[src/rtl/timebase_counter.sv]
// Cascaded time-base counter: prescaled ticks ripple a carry through
// NUM_STAGES digit stages, with load/clear, overflow handling and an alarm.
module timebase_counter #(
    parameter int NUM_STAGES = 4,
    parameter int STAGE_W    = 10,
    parameter int STAGE_MAX  = 999,
    parameter int TICK_DIV   = 1,
    parameter bit SAT_TOP    = 1'b0
) (
    input  logic                          CLK,
    input  logic                          reset,
    input  logic                          en,
    input  logic                          clr,
    input  logic                          load,
    input  logic [NUM_STAGES*STAGE_W-1:0] load_val,
    input  logic                          alarm_arm,
    input  logic                          alarm_cancel,
    input  logic [NUM_STAGES*STAGE_W-1:0] alarm_val,
    input  logic                          alarm_periodic,
    output logic [NUM_STAGES*STAGE_W-1:0] count,
    output logic                          tick,
    output logic [NUM_STAGES-1:0]         stage_wrap,
    output logic                          overflow,
    output logic                          alarm_armed,
    output logic                          alarm_hit
);

    localparam int CW = NUM_STAGES * STAGE_W;
    localparam int PW = (TICK_DIV > 1) ? $clog2(TICK_DIV) : 1;
    localparam logic [STAGE_W-1:0] SMAX = STAGE_W'(STAGE_MAX);
    localparam logic [PW-1:0]      PTOP = PW'(TICK_DIV - 1);

    logic [CW-1:0]         cnt_q, cnt_d;
    logic [PW-1:0]         pre_q, pre_d;
    logic                  tick_q, tick_d;
    logic [NUM_STAGES-1:0] wrap_q, wrap_d;
    logic                  ovf_q, ovf_d;
    logic                  armed_q, armed_d;
    logic                  hit_q, hit_d;
    logic [CW-1:0]         tgt_q, tgt_d;
    logic                  per_q, per_d;
    logic                  rst_pend_q, rst_pend_d;

    logic [CW-1:0]         inc_cnt;
    logic [NUM_STAGES-1:0] inc_wrap;
    logic                  carry;
    logic [CW-1:0]         ld_cnt;

    always_comb begin
        inc_cnt  = cnt_q;
        inc_wrap = '0;
        carry    = 1'b1;
        for (int i = 0; i < NUM_STAGES; i++) begin
            if (carry) begin
                if (cnt_q[i*STAGE_W +: STAGE_W] == SMAX) begin
                    inc_cnt[i*STAGE_W +: STAGE_W] = '0;
                    inc_wrap[i] = 1'b1;
                end else begin
                    inc_cnt[i*STAGE_W +: STAGE_W] =
                        cnt_q[i*STAGE_W +: STAGE_W] + 1'b1;
                    carry = 1'b0;
                end
            end
        end
        // Saturating top: a full-scale count simply holds
        if (carry && SAT_TOP) begin
            inc_cnt  = cnt_q;
            inc_wrap = '0;
        end
    end

    always_comb begin
        ld_cnt = load_val;
        for (int i = 0; i < NUM_STAGES; i++) begin
            if (load_val[i*STAGE_W +: STAGE_W] > SMAX) begin
                ld_cnt[i*STAGE_W +: STAGE_W] = SMAX;
            end
        end
    end

    always_comb begin
        cnt_d      = cnt_q;
        pre_d      = pre_q;
        tick_d     = 1'b0;
        wrap_d     = '0;
        ovf_d      = ovf_q;
        armed_d    = armed_q;
        hit_d      = 1'b0;
        tgt_d      = tgt_q;
        per_d      = per_q;
        rst_pend_d = rst_pend_q;

        if (clr) begin
            cnt_d      = '0;
            pre_d      = '0;
            ovf_d      = 1'b0;
            rst_pend_d = 1'b0;
        end else if (load) begin
            cnt_d      = ld_cnt;
            pre_d      = '0;
            rst_pend_d = 1'b0;
        end else if (en) begin
            if (pre_q == PTOP) begin
                pre_d  = '0;
                tick_d = 1'b1;
                if (rst_pend_q) begin
                    cnt_d      = '0;
                    rst_pend_d = 1'b0;
                end else begin
                    cnt_d  = inc_cnt;
                    wrap_d = inc_wrap;
                    if (carry) begin
                        ovf_d = 1'b1;
                    end
                end
                if (armed_q && (cnt_d == tgt_q)) begin
                    hit_d = 1'b1;
                    if (per_q) begin
                        rst_pend_d = 1'b1;
                    end else begin
                        armed_d = 1'b0;
                    end
                end
            end else begin
                pre_d = pre_q + 1'b1;
            end
        end

        if (alarm_arm) begin
            tgt_d      = alarm_val;
            per_d      = alarm_periodic;
            armed_d    = 1'b1;
            rst_pend_d = 1'b0;
        end else if (alarm_cancel) begin
            armed_d    = 1'b0;
            rst_pend_d = 1'b0;
        end
    end

    always_ff @(posedge CLK) begin
        if (reset) begin
            cnt_q      <= '0;
            pre_q      <= '0;
            tick_q     <= 1'b0;
            wrap_q     <= '0;
            ovf_q      <= 1'b0;
            armed_q    <= 1'b0;
            hit_q      <= 1'b0;
            tgt_q      <= '0;
            per_q      <= 1'b0;
            rst_pend_q <= 1'b0;
        end else begin
            cnt_q      <= cnt_d;
            pre_q      <= pre_d;
            tick_q     <= tick_d;
            wrap_q     <= wrap_d;
            ovf_q      <= ovf_d;
            armed_q    <= armed_d;
            hit_q      <= hit_d;
            tgt_q      <= tgt_d;
            per_q      <= per_d;
            rst_pend_q <= rst_pend_d;
        end
    end

    assign count       = cnt_q;
    assign tick        = tick_q;
    assign stage_wrap  = wrap_q;
    assign overflow    = ovf_q;
    assign alarm_armed = armed_q;
    assign alarm_hit   = hit_q;

endmodule
[config.mk]
export PLATFORM = sky130hd
export DESIGN_NAME = timebase_counter
export DESIGN_NICKNAME = d
export VERILOG_FILES = /design/src/rtl/timebase_counter.sv
export SDC_FILE = /design/constraint.sdc
export NUM_CORES = 1
export LEC_CHECK = 0
export ABC_AREA = 1
export CAP_MARGIN = 20
export CORE_AREA = 5 5 137 139
export CTS_CLUSTER_DIAMETER = 40
export DETAILED_ROUTE_END_ITERATION = 6
export DIE_AREA = 0 0 142 144
export PLACE_DENSITY = 0.57
export SLEW_MARGIN = 30
export SYNTH_ARGS = -nofsm -noshare
export SYNTH_HDL_FRONTEND = slang
export SYNTH_SLANG_ARGS = --single-unit
export TNS_END_PERCENT = 1
[constraint.sdc]
create_clock -name CLK -period 5.85 [get_ports CLK]
set_input_delay 1.755 -clock CLK [delete_from_list [all_inputs] [get_ports CLK]]
set_output_delay 1.755 -clock CLK [all_outputs]
set_load 0.005 [all_outputs]
==> results of run 1 <==
==> Yosys cell counts, drive strengths merged <==
cell,n,area (µm²)
xnor2,3,26.3
nor2,110,509
a221oi,2,17.5
dfxtp,90,1800
o211ai,2,15.0
nand4,61,382
a32oi,1,8.76
clkbuf,32,121
and3b,1,8.76
o21ai,75,375
inv,111,417
xor2,3,26.3
a22oi,1,7.51
nor3,15,75.1
and3,1,6.26
nor4,2,12.5
and2,4,25.0
or2,3,18.8
buf,11,57.6
nand2,302,1160
o22ai,4,25.0
o21bai,1,7.51
nand3b,5,41.3
nor3b,1,7.51
a31oi,35,219
a21oi,40,200
ha,4,50.1
nand3,94,485
a21o,1,7.51
==> power groups by stage <==
stage,Clock [mW],Sequential [mW],Combinational [mW]
floorplan,0,0.677,0.146
global placement,0,0.687,0.271
detailed placement,0,0.687,0.272
CTS,0.621,0.673,0.273
global route,0.645,0.678,0.305
finish,0.606,0.674,0.272
==> worst max-delay path by stage <==
stage / endpoint / slack [ns] / cells after the start
3_5_place_dp: count[14] / 2.00 / 6
2_1_floorplan: overflow / 2.95 / 9
6_report: count[14] / 2.39 / 6
4_1_cts: count[14] / 2.38 / 6
5_1_grt: count[14] / 2.23 / 6
3_3_place_gp: count[14] / 2.08 / 6
==> flip-flops by register name, indices dropped and copies added (netlist names) <==
name,flops
tgt_q,40
stage_wrap,4
alarm_hit,1
count,40
per_q,1
alarm_armed,1
overflow,1
rst_pend_q,1
tick,1
==> stage by stage <==
| step | instance area (µm²) | hold slack, ns |
|---|---|---|
| after floorplan | 6120 | 0.440 |
| after CTS | 7930 | 0.469 |
| after detailed placement | 7630 | 0.458 |
| after global placement | 7620 | 0.455 |
| final | 7930 | 0.472 |
| after global routing | 7930 | 0.493 |
==> area by class of cell <==
class | count | area [µm²] | share of cell area
Clock buffer | 12 | 246 | 0.0311
Clock inverter | 4 | 51.3 | 0.00647
Inverter | 111 | 419 | 0.0529
Multi-Input combinational cell | 771 | 3720 | 0.470
Sequential cell | 90 | 1800 | 0.227
Tap cell | 229 | 287 | 0.0362
Timing Repair Buffer | 141 | 1400 | 0.176
==> cells by family (layout without fill, tap and decap cells) <==
group | count (synthesis) | in the layout | share of synthesized area
compound gates | 162 | 162 | 0.144
xor+xnor | 6 | 6 | 0.00859
fa+ha+maj | 4 | 4 | 0.00818
buf+inv | 154 | 268 | 0.0974
flops | 90 | 90 | 0.295
simple gates | 599 | 599 | 0.447
==> routing by layer <==
layer	wire (µm)	up-vias	share of wire
li1	-	3612	-
met1	10400	3205	0.48
met2	9660	194	0.44
met3	1170	35	0.053
met4	598	0	0.027
met5	0	-	0
==> worst max-delay path, stage by stage <==
cell and delay (ns):
clkdlybuf4s50_1 0.40, buf_4 0.27, nor2_2 0.58, buf_4 0.37, a31oi_1 0.07, a221oi_1 0.25
==> summary.md, run 1 <==
| Metric | Value |
|---|---|
| Grt ovf | `0` |
| Cell count after synthesis | `1,015` |
| Final Hold Viols | `0` |
| Sequential fraction of the synthesis area | `0.295` |
| Leakage | `between 3 and 4 nW` |
| Synth Register Bits | `90` |
| Fillers | `about 1,900` |
| Startpoint Class | `input port` |
| Met1 Use GR | `0.294` |
| Row count | `49` |
| Layout cells sized above 1 | `0.0390` |
| Comb power frac | `0.176` |
| Syn_nets | `around 1,100` |
| Final core occ | `0.452` |
| Final setup TNS | `0 ns` |
| CP Class | `input port to register` |
| DRC viols | `0` |
| CTS max path bufs | `2` |
| Worst path required time | `6.11 ns` |
| GP Congestion | `between 0.8 and 0.9` |
| Clock latency on the worst-skew pair | `0.36 ns` |
| GRT busiest layer | `met2` |
| Avg Synthesized Cell Area | `about 6 µm²` |
| Crit path arrival time | `3.72 ns` |
| DRT Wirelength | `21,900 µm` |
| CTS resizes | `0` |
| H-tree depth | `3` |
| Critical R2R Capture | `alarm_armed` |
| CTS Sinks | `90` |
| Wire per inst | `16.1 µm` |
| Most frequent cells in the layout | `nand2_1, clkdlybuf4s50_1, inv_1, nor2_1, nand3_1` |
| Clock transition at path regs | `0.07 ns` |
| Vias | `7,046` |
| Hold wc startpoint | `tgt_q[23]` |
| First-pass GRT wire length | `approximately 35,000 µm` |
| Die height | `144 µm` |
| Power Internal | `approximately 1.1 mW` |
| Postcts setup bufs | `0` |
| Hold path depth | `2` |
| Fin worst setup slack | `between 2 and 2.5 ns` |
| Crit end category | `register` |
| Final Max Slew Viols | `0` |
| Switching share of power | `0.281` |
| Commonest non-fill, non-tap cell in the layout | `nand2_1` |
| GR Util met3 | `0.0308` |
| Cell area after synthesis | `0.00612 mm²` |
| Least-Margin Pin Slew | `0.684 ns` |
| Core area | `0.0175 mm²` |
| Area Overhead vs Synth | `29.6%` |
| Final period util | `0.592` |
| Initial antenna violation count | `0` |
| Initial Util | `0.349` |
| Input/output buffers | `135` |
| Worst slack, placed | `2.00 ns` |
| Max-Cap Viols | `0` |
| Gr usage total | `0.214` |
| Die Area | `just over 0.02 mm²` |
| DRT iter0 DRCs | `521` |
| R2r startpoint | `count[21]` |
| IO Pins | `136` |
| Largest net degree at the start of global routing | `75` |
| Final Setup Violations | `0` |
| TritonCTS clock tree | `built` |
| Max Fclk | `0.289 GHz` |
| Status | `finished clean` |
| Vias in the first global route | `between 6,000 and 7,000` |
| Sequential Power Share | `0.434` |
| Pwr Total | `1.55 mW` |
| CTS root buffer | `clkbuf_16` |
| Final #Nets | `1,216` |
| DP HPWL | `16,300 µm` |
| Non-filler cells, final | `1,358` |
| CP max FO | `41` |
| RSZ-0062 raised after global routing | `false` |
| R2R cell count | `18` |
| Fin crit period | `3.46 ns` |
| R2R setup slack | `2.63 ns` |
| PD cells | `196 mW/mm²` |
| Routed Antenna Nets | `0` |
| Pre-antenna DRT Iters | `5` |
| Met2 Use GR | `0.339` |
| Synth cell types | `42` |
| Final clock skew | `0.00657 ns` |
| Ant diodes | `0` |
| Placed insts | `1,342` |
| Worst hold path class | `register to register` |
| Clock power frac | `0.390` |
| VDD IR max | `about 140 µV` |
| Clock buffer count from CTS | `9` |
| YS warnings | `0` |
| Via-to-Cell Ratio | `5.19` |
| Die width | `between 100 and 150 µm` |
| Hold endpoint | `tgt_q[23]` |
| Post-cts hold buffer count | `0` |
| P_sw | `roughly 0.44 mW` |
| Slew HR | `0.543` |
| Worst setup path startpoint | `load` |
No activity file was read; power rests on OpenSTA's default activity.
==> run 2: changes to the inputs <==
- clock period: 5.85 -> 3.5 ns (I/O delays scaled with it)
==> run 2 against run 1 <==
Effect of this change: clock skew down 0.0016 ns; sequential power up 66%; worst setup slack worse by 1.9 ns; combinational power is 71% higher; routed wire length grew 0.70%; clock power grew 78%; flip-flop and latch count unchanged; utilization up 0.54 points; hold slack gained 0.0017 ns; non-clock buffer count rose by 8; total power up 72%; largest cell class unchanged.
==> summary.md, run 2 (same netlist as run 1, synthesis figures left out) <==
| Metric | Value |
|---|---|
| RSZ-0062 raised after global routing | `false` |
| Worst path required time | `3.79 ns (-2.32 ns)` |
| DRT Wirelength | `22,000 µm (+0.70%)` |
| R2r startpoint | `count[0]` |
| Final Hold Viols | `0 (unchanged)` |
| Footprint of the multi-input gates | `0.00372 mm² (unchanged)` |
| Post-cts hold buffer count | `0 (unchanged)` |
| Final core occ | `0.457 (+0.00535)` |
| R2R cell count | `17 (-1)` |
| Final period util | `0.855` |
| Wire per inst | `16.1 µm (+0.11%)` |
| Via-to-Cell Ratio | `5.19 (about the same)` |
| Sequential cell area | `0.00180 mm² (unchanged)` |
| Largest net degree at the start of global routing | `42 (-44%)` |
| Crit end category | `register` |
| H-tree depth | `3 (unchanged)` |
| Least-Margin Pin Slew | `0.497 ns (-0.187 ns)` |
| PD cells | `332 mW/mm² (+70%)` |
| Gr usage total | `0.215 (+0.00129)` |
| Startpoint Class | `register` |
| R2R setup slack | `0.51 ns (-2.12 ns)` |
| Clock buffer count from CTS | `9 (unchanged)` |
| Fin crit period | `2.99 ns` |
| DRC viols | `0 (unchanged)` |
| Pre-antenna DRT Iters | `4 (-1)` |
| Input/output buffers | `135 (unchanged)` |
| Pwr Total | `2.67 mW (+72%)` |
| Ant diodes | `0 (unchanged)` |
| First-pass GRT wire length | `34,900 µm (+0.66%)` |
| Die Area | `0.0204 mm² (unchanged)` |
| Most frequent cells in the layout | `nand2_1, clkdlybuf4s50_1, inv_1, nor2_1, nand3_1` |
| CP Class | `register to register` |
| Final Max Slew Viols | `0 (unchanged)` |
| Max Fclk | `0.334 GHz` |
| Row count | `49 (unchanged)` |
| Postcts setup bufs | `0 (unchanged)` |
| Fillers | `1,915 (+1.1%)` |
| Core area | `0.0175 mm² (unchanged)` |
| Hold path depth | `2 (unchanged)` |
| Crit path arrival time | `3.28 ns (-0.44 ns)` |
| CTS root buffer | `clkbuf_16` |
| GP Congestion | `0.888 (+1.2%)` |
| VDD IR max | `230 µV (+64%)` |
| Hold wc startpoint | `tgt_q[1]` |
| Initial antenna violation count | `0 (unchanged)` |
| Final clock skew | `0.00498 ns (-0.00160 ns)` |
| Final setup TNS | `0 ns (unchanged)` |
| Routed Antenna Nets | `0 (unchanged)` |
| Vias in the first global route | `6,672 (-0.68%)` |
| Final #Nets | `1,224 (+0.66%)` |
| Grt ovf | `0 (unchanged)` |
| Die height | `144 µm (unchanged)` |
| Clock latency on the worst-skew pair | `0.35 ns (about the same)` |
| Die width | `142 µm (unchanged)` |
| Area Overhead vs Synth | `31.1%` |
| CTS Sinks | `90 (unchanged)` |
| IO Pins | `136 (unchanged)` |
| Commonest non-fill, non-tap cell in the layout | `nand2_1` |
| Critical R2R Capture | `alarm_hit` |
| Initial Util | `0.349 (unchanged)` |
| Status | `finished clean` |
| Layout cells sized above 1 | `0.0449 (+0.00588)` |
| Max-Cap Viols | `0 (unchanged)` |
| CP max FO | `18 (-56%)` |
| Leakage | `3.35 nW (+1.4%)` |
| TritonCTS clock tree | `built` |
| DRT iter0 DRCs | `529 (+1.5%)` |
| CTS max path bufs | `2 (unchanged)` |
| Worst hold path class | `register to register` |
| Vias | `7,089 (+0.61%)` |
| Clock transition at path regs | `0.07 ns (about the same)` |
| DP HPWL | `16,800 µm (+3.1%)` |
| Slew HR | `0.668 (+0.126)` |
| Final Setup Violations | `0 (unchanged)` |
| Hold endpoint | `tgt_q[1]` |
| CTS resizes | `0 (unchanged)` |
run 2: area by class of cell:
type,count,share of cell area
Tap cell,229,0.0357
Clock inverter,4,0.00936
Clock buffer,12,0.0307
Sequential cell,90,0.225
Inverter,111,0.0520
Multi-Input combinational cell,771,0.464
Timing Repair Buffer,149,0.183
run 2: worst max-delay path, stage by stage (launching register included):
cell,delay [ns]
dfxtp_1,0.51
ha_1,0.32
nand2_4,0.12
nor2_8,0.19
nand2_4,0.22
nand2_2,0.17
inv_1,0.19
nand2_1,0.13
nand2_1,0.08
nand2_1,0.10
nand3_1,0.08
nor2_1,0.13
nand2_1,0.09
nor3b_1,0.18
nand2_1,0.07
nor2_1,0.15
nand3_1,0.10
nor2_1,0.10
run 2: metal layers:
| layer | vias to the layer above | share of wire | track usage |
|---|---|---|---|
| met4 | 0 | 0.014 | 0.0561 |
| li1 | 3622 | - | - |
| met1 | 3223 | 0.46 | 0.293 |
| met5 | - | 0 | 0 |
| met3 | 20 | 0.069 | 0.0324 |
| met2 | 224 | 0.45 | 0.357 |
run 2: how the worst max path moves through the flow:
stage	from	to	slack, ns	cells past startpoint
5_1_grt	count[0]	alarm_armed	0.20	18
4_1_cts	count[0]	alarm_hit	0.55	17
3_3_place_gp	count[0]	alarm_hit	0.58	17
2_1_floorplan	count[1]	alarm_armed	1.29	16
3_5_place_dp	count[0]	alarm_hit	0.56	17
6_report	count[0]	alarm_hit	0.51	17
run 2: per-stage QoR:
step	instances	hold slack, ns	area (µm²)	setup WS, ns
2_1_floorplan	1015	0.440	6120	1.29
3_3_place_gp	1350	0.459	7700	0.582
3_5_place_dp	1350	0.467	7700	0.564
4_1_cts	1366	0.477	8020	0.551
5_1_grt	1366	0.488	8020	0.202
6_report	1366	0.473	8020	0.508
run 2: power by group:
group          total (mW)  leakage, nW  internal, mW  switching [mW]
clock                1.08        0.149         0.646           0.430
sequential           1.12        0.740          1.07          0.0505
combinational       0.465         2.46         0.221           0.244
total                2.67         3.35          1.94           0.724
